--- src/rtl/alu_pkg.sv ---
// Shared definitions for the ALU and the iterative M-extension unit:
// op encodings, the muldiv FSM state type and the MIN_INT helper.
package alu_pkg;

    localparam logic [4:0] OpAdd    = 5'b00000;
    localparam logic [4:0] OpSub    = 5'b00001;
    localparam logic [4:0] OpAnd    = 5'b00010;
    localparam logic [4:0] OpOr     = 5'b00011;
    localparam logic [4:0] OpXor    = 5'b00100;
    localparam logic [4:0] OpSll    = 5'b00101;
    localparam logic [4:0] OpSrl    = 5'b00110;
    localparam logic [4:0] OpSra    = 5'b00111;
    localparam logic [4:0] OpSlt    = 5'b01000;
    localparam logic [4:0] OpSltu   = 5'b01001;

    localparam logic [4:0] OpMul    = 5'b01010;
    localparam logic [4:0] OpMulh   = 5'b01011;
    localparam logic [4:0] OpMulhsu = 5'b01100;
    localparam logic [4:0] OpMulhu  = 5'b01101;
    localparam logic [4:0] OpDiv    = 5'b01110;
    localparam logic [4:0] OpDivu   = 5'b01111;
    localparam logic [4:0] OpRem    = 5'b10000;
    localparam logic [4:0] OpRemu   = 5'b10001;

    typedef enum logic [1:0] {StIdle, StCalc, StFix, StDone} muldiv_state_e;

    localparam int unsigned MaxWidth = 64;

    // Most negative two's-complement value of a width-bit word; truncate at the call site.
    function automatic logic [MaxWidth-1:0] min_int(int unsigned width);
        return MaxWidth'(1) << (width - 1);
    endfunction

endpackage

--- src/rtl/muldiv_unit_if.sv ---
// Request/response handshake bundle between the core and the multiply/divide unit.
interface muldiv_if #(
    parameter int unsigned WIDTH = 32
);
    logic             in_valid;
    logic             in_ready;
    logic [WIDTH-1:0] a;
    logic [WIDTH-1:0] b;
    logic [4:0]       op;
    logic             out_valid;
    logic             out_ready;
    logic [WIDTH-1:0] result;
    logic             div_by_zero;
    logic             illegal_op;

    modport master (
        output in_valid, a, b, op, out_ready,
        input  in_ready, out_valid, result, div_by_zero, illegal_op
    );

    modport slave (
        input  in_valid, a, b, op, out_ready,
        output in_ready, out_valid, result, div_by_zero, illegal_op
    );
endinterface

--- src/rtl/div_restoring_step.sv ---
// One restoring-division step: shift in the next dividend bit and subtract
// the divisor when it fits.
module div_restoring_step #(
    parameter int unsigned WIDTH = 32
) (
    input  logic [WIDTH-1:0] rem,
    input  logic             dividend_bit,
    input  logic [WIDTH-1:0] divisor,
    output logic [WIDTH-1:0] rem_next,
    output logic             q_bit
);
    logic [WIDTH:0] trial;
    logic [WIDTH:0] diff;

    always_comb begin
        trial = {rem, dividend_bit};
        diff  = trial - {1'b0, divisor};
        q_bit = ~diff[WIDTH];
        // rem < divisor on entry, so the kept value always fits in WIDTH bits
        rem_next = q_bit ? diff[WIDTH-1:0] : trial[WIDTH-1:0];
    end
endmodule

--- src/rtl/muldiv_unit.sv ---
// Iterative RV32M multiply/divide: shift-add multiplier and restoring divider
// share the hi/lo accumulator; signs are stripped at accept and restored in FIX.
module muldiv_unit
    import alu_pkg::*;
#(
    parameter int unsigned WIDTH = 32
) (
    input logic     clk,
    input logic     rst,
    muldiv_if.slave bus
);
    localparam int unsigned      CntW   = $clog2(WIDTH + 1);
    localparam logic [WIDTH-1:0] MinInt = WIDTH'(min_int(WIDTH));

    muldiv_state_e      state_q;
    logic [CntW-1:0]    cnt_q;
    logic [WIDTH-1:0]   hi_q, lo_q, opnd_q;
    logic               is_mul_q, sel_hi_q, neg_q;
    logic               in_ready_q, out_valid_q, dbz_q, ill_q;
    logic [WIDTH-1:0]   result_q;

    logic legal, op_mul, op_rem, op_hi, sgn_a, sgn_b;
    logic a_neg, b_neg;
    logic [WIDTH-1:0] a_mag, b_mag;

    always_comb begin
        legal  = 1'b1;
        op_mul = 1'b0;
        op_rem = 1'b0;
        op_hi  = 1'b0;
        sgn_a  = 1'b0;
        sgn_b  = 1'b0;
        case (bus.op)
            OpMul:    begin op_mul = 1'b1; sgn_a = 1'b1; sgn_b = 1'b1; end
            OpMulh:   begin op_mul = 1'b1; op_hi = 1'b1; sgn_a = 1'b1; sgn_b = 1'b1; end
            OpMulhsu: begin op_mul = 1'b1; op_hi = 1'b1; sgn_a = 1'b1; end
            OpMulhu:  begin op_mul = 1'b1; op_hi = 1'b1; end
            OpDiv:    begin sgn_a = 1'b1; sgn_b = 1'b1; end
            OpDivu:   ;
            OpRem:    begin op_rem = 1'b1; op_hi = 1'b1; sgn_a = 1'b1; sgn_b = 1'b1; end
            OpRemu:   begin op_rem = 1'b1; op_hi = 1'b1; end
            default:  legal = 1'b0;
        endcase
        a_neg = sgn_a & bus.a[WIDTH-1];
        b_neg = sgn_b & bus.b[WIDTH-1];
        a_mag = a_neg ? -bus.a : bus.a;
        b_mag = b_neg ? -bus.b : bus.b;
    end

    logic             spec_hit, spec_dbz, spec_ill;
    logic [WIDTH-1:0] spec_result;

    always_comb begin
        spec_hit    = 1'b0;
        spec_dbz    = 1'b0;
        spec_ill    = 1'b0;
        spec_result = '0;
        if (!legal) begin
            spec_hit = 1'b1;
            spec_ill = 1'b1;
        end else if (!op_mul && bus.b == '0) begin
            spec_hit    = 1'b1;
            spec_dbz    = 1'b1;
            spec_result = op_rem ? bus.a : '1;
        end else if (!op_mul && sgn_a && bus.a == MinInt && bus.b == '1) begin
            spec_hit    = 1'b1;
            spec_result = op_rem ? '0 : MinInt;
        end
    end

    logic [WIDTH:0]   mul_sum;
    logic [WIDTH-1:0] div_rem;
    logic             div_q;
    logic [WIDTH-1:0] step_hi, step_lo;

    div_restoring_step #(.WIDTH(WIDTH)) u_div_step (
        .rem          (hi_q),
        .dividend_bit (lo_q[WIDTH-1]),
        .divisor      (opnd_q),
        .rem_next     (div_rem),
        .q_bit        (div_q)
    );

    always_comb begin
        mul_sum = {1'b0, hi_q} + (lo_q[0] ? {1'b0, opnd_q} : '0);
        if (is_mul_q) begin
            step_hi = mul_sum[WIDTH:1];
            step_lo = {mul_sum[0], lo_q[WIDTH-1:1]};
        end else begin
            step_hi = div_rem;
            step_lo = {lo_q[WIDTH-2:0], div_q};
        end
    end

    logic [2*WIDTH-1:0] prod_fix;
    logic [WIDTH-1:0]   div_val, fix_result;

    always_comb begin
        // Product sign is applied to the full double-width value so the high half borrows correctly
        prod_fix = neg_q ? -{hi_q, lo_q} : {hi_q, lo_q};
        div_val  = sel_hi_q ? hi_q : lo_q;
        if (is_mul_q) begin
            fix_result = sel_hi_q ? prod_fix[2*WIDTH-1:WIDTH] : prod_fix[WIDTH-1:0];
        end else begin
            fix_result = neg_q ? -div_val : div_val;
        end
    end

    always_ff @(posedge clk) begin
        if (rst) begin
            state_q     <= StIdle;
            cnt_q       <= '0;
            hi_q        <= '0;
            lo_q        <= '0;
            opnd_q      <= '0;
            is_mul_q    <= 1'b0;
            sel_hi_q    <= 1'b0;
            neg_q       <= 1'b0;
            in_ready_q  <= 1'b1;
            out_valid_q <= 1'b0;
            result_q    <= '0;
            dbz_q       <= 1'b0;
            ill_q       <= 1'b0;
        end else begin
            unique case (state_q)
                StIdle: begin
                    if (bus.in_valid) begin
                        in_ready_q <= 1'b0;
                        if (spec_hit) begin
                            state_q  <= StDone;
                            result_q <= spec_result;
                            dbz_q    <= spec_dbz;
                            ill_q    <= spec_ill;
                        end else begin
                            state_q  <= StCalc;
                            cnt_q    <= CntW'(WIDTH);
                            is_mul_q <= op_mul;
                            sel_hi_q <= op_hi;
                            neg_q    <= op_rem ? a_neg : (a_neg ^ b_neg);
                            hi_q     <= '0;
                            lo_q     <= op_mul ? b_mag : a_mag;
                            opnd_q   <= op_mul ? a_mag : b_mag;
                        end
                    end
                end
                StCalc: begin
                    hi_q  <= step_hi;
                    lo_q  <= step_lo;
                    cnt_q <= cnt_q - 1'b1;
                    if (cnt_q == CntW'(1)) state_q <= StFix;
                end
                StFix: begin
                    result_q    <= fix_result;
                    out_valid_q <= 1'b1;
                    state_q     <= StDone;
                end
                StDone: begin
                    // Special cases enter DONE with the result already set; valid follows one edge later
                    if (!out_valid_q) begin
                        out_valid_q <= 1'b1;
                    end else if (bus.out_ready) begin
                        state_q     <= StIdle;
                        out_valid_q <= 1'b0;
                        in_ready_q  <= 1'b1;
                        result_q    <= '0;
                        dbz_q       <= 1'b0;
                        ill_q       <= 1'b0;
                    end
                end
                default: state_q <= StIdle;
            endcase
        end
    end

    assign bus.in_ready    = in_ready_q;
    assign bus.out_valid   = out_valid_q;
    assign bus.result      = result_q;
    assign bus.div_by_zero = dbz_q;
    assign bus.illegal_op  = ill_q;
endmodule
--- src/flat_wrapper.sv ---
// flat-port wrapper written by rule: the top's interface ports become plain ports
module muldiv_unit_flat import alu_pkg::*;
#(
    parameter int unsigned WIDTH = 32
)
  (clk, rst, bus_in_valid, bus_a, bus_b, bus_op, bus_out_ready, bus_in_ready, bus_out_valid, bus_result, bus_div_by_zero, bus_illegal_op);
  muldiv_if #(.WIDTH(WIDTH)) bus_i ();
  input logic clk;
  input logic rst;
  input wire logic [$bits(bus_i.in_valid)-1:0] bus_in_valid;
  input wire logic [$bits(bus_i.a)-1:0] bus_a;
  input wire logic [$bits(bus_i.b)-1:0] bus_b;
  input wire logic [$bits(bus_i.op)-1:0] bus_op;
  input wire logic [$bits(bus_i.out_ready)-1:0] bus_out_ready;
  output wire logic [$bits(bus_i.in_ready)-1:0] bus_in_ready;
  output wire logic [$bits(bus_i.out_valid)-1:0] bus_out_valid;
  output wire logic [$bits(bus_i.result)-1:0] bus_result;
  output wire logic [$bits(bus_i.div_by_zero)-1:0] bus_div_by_zero;
  output wire logic [$bits(bus_i.illegal_op)-1:0] bus_illegal_op;
  assign bus_i.in_valid = bus_in_valid;
  assign bus_i.a = bus_a;
  assign bus_i.b = bus_b;
  assign bus_i.op = bus_op;
  assign bus_i.out_ready = bus_out_ready;
  assign bus_in_ready = bus_i.in_ready;
  assign bus_out_valid = bus_i.out_valid;
  assign bus_result = bus_i.result;
  assign bus_div_by_zero = bus_i.div_by_zero;
  assign bus_illegal_op = bus_i.illegal_op;
  muldiv_unit #(.WIDTH(WIDTH)) u_core (.clk(clk), .rst(rst), .bus(bus_i));
endmodule
--- config.mk ---
export PLATFORM = sky130hd
export DESIGN_NAME = muldiv_unit_flat
export DESIGN_NICKNAME = d
export VERILOG_FILES = /design/src/rtl/alu_pkg.sv /design/src/rtl/muldiv_unit_if.sv /design/src/rtl/div_restoring_step.sv /design/src/rtl/muldiv_unit.sv /design/src/flat_wrapper.sv
export SDC_FILE = /design/constraint.sdc
export NUM_CORES = 1
export LEC_CHECK = 0
export ABC_AREA = 1
export CORE_MARGIN = 10
export CORE_UTILIZATION = 46
export DETAILED_ROUTE_END_ITERATION = 16
export MAX_ROUTING_LAYER = met4
export PLACE_DENSITY = 0.74
export SYNTH_ARGS = -nofsm -noshare
export SYNTH_HDL_FRONTEND = slang
export SYNTH_HIERARCHICAL = 1
export SYNTH_SLANG_ARGS = --single-unit
--- constraint.sdc ---
create_clock -name clk -period 6.2 [get_ports clk]
set_clock_uncertainty 0.05 [all_clocks]
set_input_delay 0.62 -clock clk [delete_from_list [all_inputs] [get_ports clk]]
set_output_delay 0.62 -clock clk [all_outputs]
set_load 0.01 [all_outputs]
==> key figures <==
Power and ir drop
  • Power density cells: 607 nW/um2
  • LEAKAGE: 10.4 nW
  • Max VDD drop: 1170 uV

Finish
  • Fillers: 4776
  • Finished Core Util: 0.509
  • Share of layout cells above drive strength 1: 0.0402
  • Area Overhead vs Synth: 9.31%
  • # nets final: 3915

Drt
  • Final ANT Viol Nets: 0
  • Vias: 25300
  • Wire per inst: 20.6 um
  • DR iter-0 viols: 3395
  • Residual DRC: 0
  • Drt via density: 5.87
  • DRT Pass-1 Iters: 8
  • Final wirelength: 89100 um

Global route
  • Largest net degree at the start of global routing: 89
  • GR Overflow Total: 0
  • First-pass GRT wire length: 133000 um
  • Number of antenna violations at the first check in global routing: 1
  • Vias in the first global route: 22400
  • GRT Overall Usage: 0.349

Clocking
  • Htree depth: 4
  • Post-CTS Setup Inserts: 0
  • Clock transition at path regs: 70 ps
  • CTS Hold Bufs: 0
  • Clock root cell: clkbuf_16
  • CTS sink count: 143
  • PostCTS Resize Cnt: 0
  • Clock buffer depth: 2
  • Total clock buffers created by CTS: 17
  • CTS tree: done
  • Clk Latency, worst-skew pair: 470 ps

Worst setup path
  • CP max FO: 33
  • Setup crit end kind: register
  • Crit Path Class: in -> reg
  • Worst setup endpoint: u_core/bus.result[4]
  • R2r setup slk: 2800 ps
  • Reg2Reg Launch Point: u_core/lo_q[31]
  • Startpoint Class: primary input
  • Worst Path Required: 6540 ps
  • Worst Setup SP: bus_a[0]
  • Reg2reg path depth: 22
  • Critical Path AT: 4150 ps
  • Critical R2R Capture: u_core/hi_q[10]

Synth
  • Syn avg cell area: 5.20 um2
  • Yosys warns: 6
  • Mapped Cells: 3763
  • Synth cell types: 45
  • #FFs+latches synth: 143
  • Syn_nets: 3914
  • Mapped Area: 19600 um2
  • Seq/Total Area, Yosys: 0.146

Placed design
  • Number of port buffers: 108
  • Detailed Place HPWL: 71000 um
  • RePlAce Congestion: 1.05

Die
  • Row count: 75
  • Starting Density: 0.466
  • CORE AREA: 42000 um2
  • Die Ht: 226 um
  • Die footprint: 51200 um2
  • Die width: 226 um
  • Num ports: 109

Timing
  • Hold Slack: 440 ps
  • RSZ-0062 raised after global routing: false
  • Min cycle time layout: 3810 ps
  • Number of setup violations in the final report: 0
  • Final Hold Vio Count: 0
  • Setup_tns: 0 ps
  • Fmax: 263 MHz
  • Worst slew margin: 0.150
  • Slew Viols, Final: 0
  • Worst Tran Pin Value: 1280 ps
  • Final period util: 0.614

Flow run
  • Max-Cap Viols: 0

Hold path
  • Hold Crit Class: reg -> reg

Outcome
  • Run status: finished, final reports clean
-- registers in the layout (all words and copies together) (netlist names) --
| name | flops |
|---|---|
| u_core/is_mul_q | 1 |
| u_core/bus.div_by_zero | 1 |
| u_core/sel_hi_q | 1 |
| u_core/bus.illegal_op | 1 |
| u_core/neg_q | 1 |
| u_core/bus.in_ready | 1 |
| u_core/bus.result | 32 |
| u_core/bus.out_valid | 1 |
| u_core/cnt_q | 6 |
| u_core/opnd_q | 32 |
| u_core/hi_q | 32 |
| u_core/lo_q | 32 |
| u_core/state_q | 2 |
-- final cells by class --
| class | count | area, um2 | share of cell area |
|---|---|---|---|
| Antenna cell | 1 | 2.50 | 0.000117 |
| Tap cell | 539 | 674 | 0.0315 |
| Inverter | 446 | 1670 | 0.0782 |
| Sequential cell | 143 | 2870 | 0.134 |
| Multi-Input combinational cell | 3025 | 14300 | 0.670 |
| Timing Repair Buffer | 131 | 1250 | 0.0584 |
| Clock inverter | 12 | 119 | 0.00556 |
| Clock buffer | 20 | 478 | 0.0223 |
-- stage by stage --
stage | setup slack [ps] | cell area, um2 | instances | power [mW]
floorplan | 3650 | 19600 | 3763 | 9.09
global placement | 2200 | 20800 | 4284 | 11.6
detailed placement | 2120 | 20800 | 4284 | 11.6
CTS | 2580 | 21400 | 4316 | 12.7
global route | 2230 | 21400 | 4317 | 14.2
finish | 2390 | 21400 | 4317 | 13.0
-- cells by family (layout without fill, tap and decap cells) --
family	count (synthesis)	after routing	share of synthesized area
AOI/OAI and AO/OA	595	595	0.162
adders and majority gates	78	78	0.0506
DFF	143	143	0.146
and+or+nand+nor	2289	2289	0.491
xor gates and xnor gates	63	63	0.0282
buffers and inverters	595	609	0.122
other	0	1	0
-- cells in the final DEF, fill, tap and decap left out, types with 6 or more instances in the layout --
master           Yosys  final
a21oi_1            226    226
o21bai_1            11     11
o21ai_0            257    257
o211ai_1            24     24
clkdlybuf4s50_1      0    107
clkbuf_16            0     18
nand3_1            374    374
a21oi_2              6      6
or2_2               15     15
o21ai_1             28     28
nor3_1              28     28
xor2_1              52     52
buf_4               14     23
a31oi_1             25     25
nand3b_1            13     13
nand2_1           1251   1251
inv_1              429    427
nor2_1             466    465
nand3_2             10     10
inv_2               17     19
nand4_1             82     82
ha_1                76     76
xnor2_1             11     11
nor2_2              16     15
and2_1               7      7
nand2_2             16     16
dfxtp_1            143    140
-- synthesized netlist by cell type --
cell type  number  area share
nand2_1      1251        0.24
nor2_1        466       0.089
inv_1         429       0.082
nand3_1       374       0.096
o21ai_0       257       0.066
a21oi_1       226       0.058
dfxtp_1       143        0.15
nand4_1        82       0.026
ha_1           76       0.049
clkbuf_1       67       0.013
xor2_1         52       0.023
buf_2          40       0.010
nor3_1         28      0.0072
o21ai_1        28      0.0072
a31oi_1        25      0.0080
o211ai_1       24      0.0092
buf_1          20      0.0038
inv_2          17      0.0033
nand2_2        16      0.0051
nor2_2         16      0.0051
or2_2          15      0.0048
buf_4          14      0.0054
nand3b_1       13      0.0050
o21bai_1       11      0.0042
xnor2_1        11      0.0049
nand3_2        10      0.0051
buf_6           8      0.0046
and2_1          7      0.0022
a21oi_2         6      0.0027
a211oi_1        5      0.0019
o21ai_2         4      0.0018
o21a_1          3      0.0012
or2_1           3     0.00096
and3_1          2     0.00064
fa_1            2      0.0020
nand2_4         2      0.0012
nor2_4          2      0.0012
a21boi_0        1     0.00038
a21boi_1        1     0.00038
a21o_1          1     0.00038
a221oi_1        1     0.00045
nand4_2         1     0.00064
nor3_2          1     0.00051
o22ai_1         1     0.00032
o31ai_1         1     0.00038
-- how the worst min path moves through the flow --
stage | cells after the start | slack (ps) | to | start
3_5_place_dp | 2 | 430 | u_core/cnt_q[1] | u_core/cnt_q[1]
5_1_grt | 2 | 470 | u_core/cnt_q[2] | u_core/cnt_q[2]
4_1_cts | 2 | 440 | u_core/cnt_q[1] | u_core/cnt_q[1]
2_1_floorplan | 2 | 400 | u_core/cnt_q[2] | u_core/cnt_q[2]
3_3_place_gp | 2 | 420 | u_core/cnt_q[2] | u_core/cnt_q[2]
6_report | 2 | 440 | u_core/cnt_q[1] | u_core/cnt_q[1]
-- layer usage --
metal / global-route usage / share of wire
met1: 0.459 / 0.42
met2: 0.511 / 0.43
met3: 0.0590 / 0.10
met4: 0.165 / 0.050
met5: - / 0
-- power by group --
part | switching [mW] | internal (mW)
combinational | 7.03 | 3.21
sequential | 0.496 | 1.17
clock | 0.462 | 0.603
total | 7.99 | 4.99
-- worst max-delay path, cell delays in order --
cell,delay [ps]
clkdlybuf4s50_1,440
inv_1,210
ha_1,360
nand3_2,140
nor2_2,190
nand2_1,120
nor2_1,170
nand3_1,280
nand4_2,220
nand2_2,400
inv_2,580
o21ai_0,180
a21oi_1,200
No activity file was read; power rests on OpenSTA's default activity.
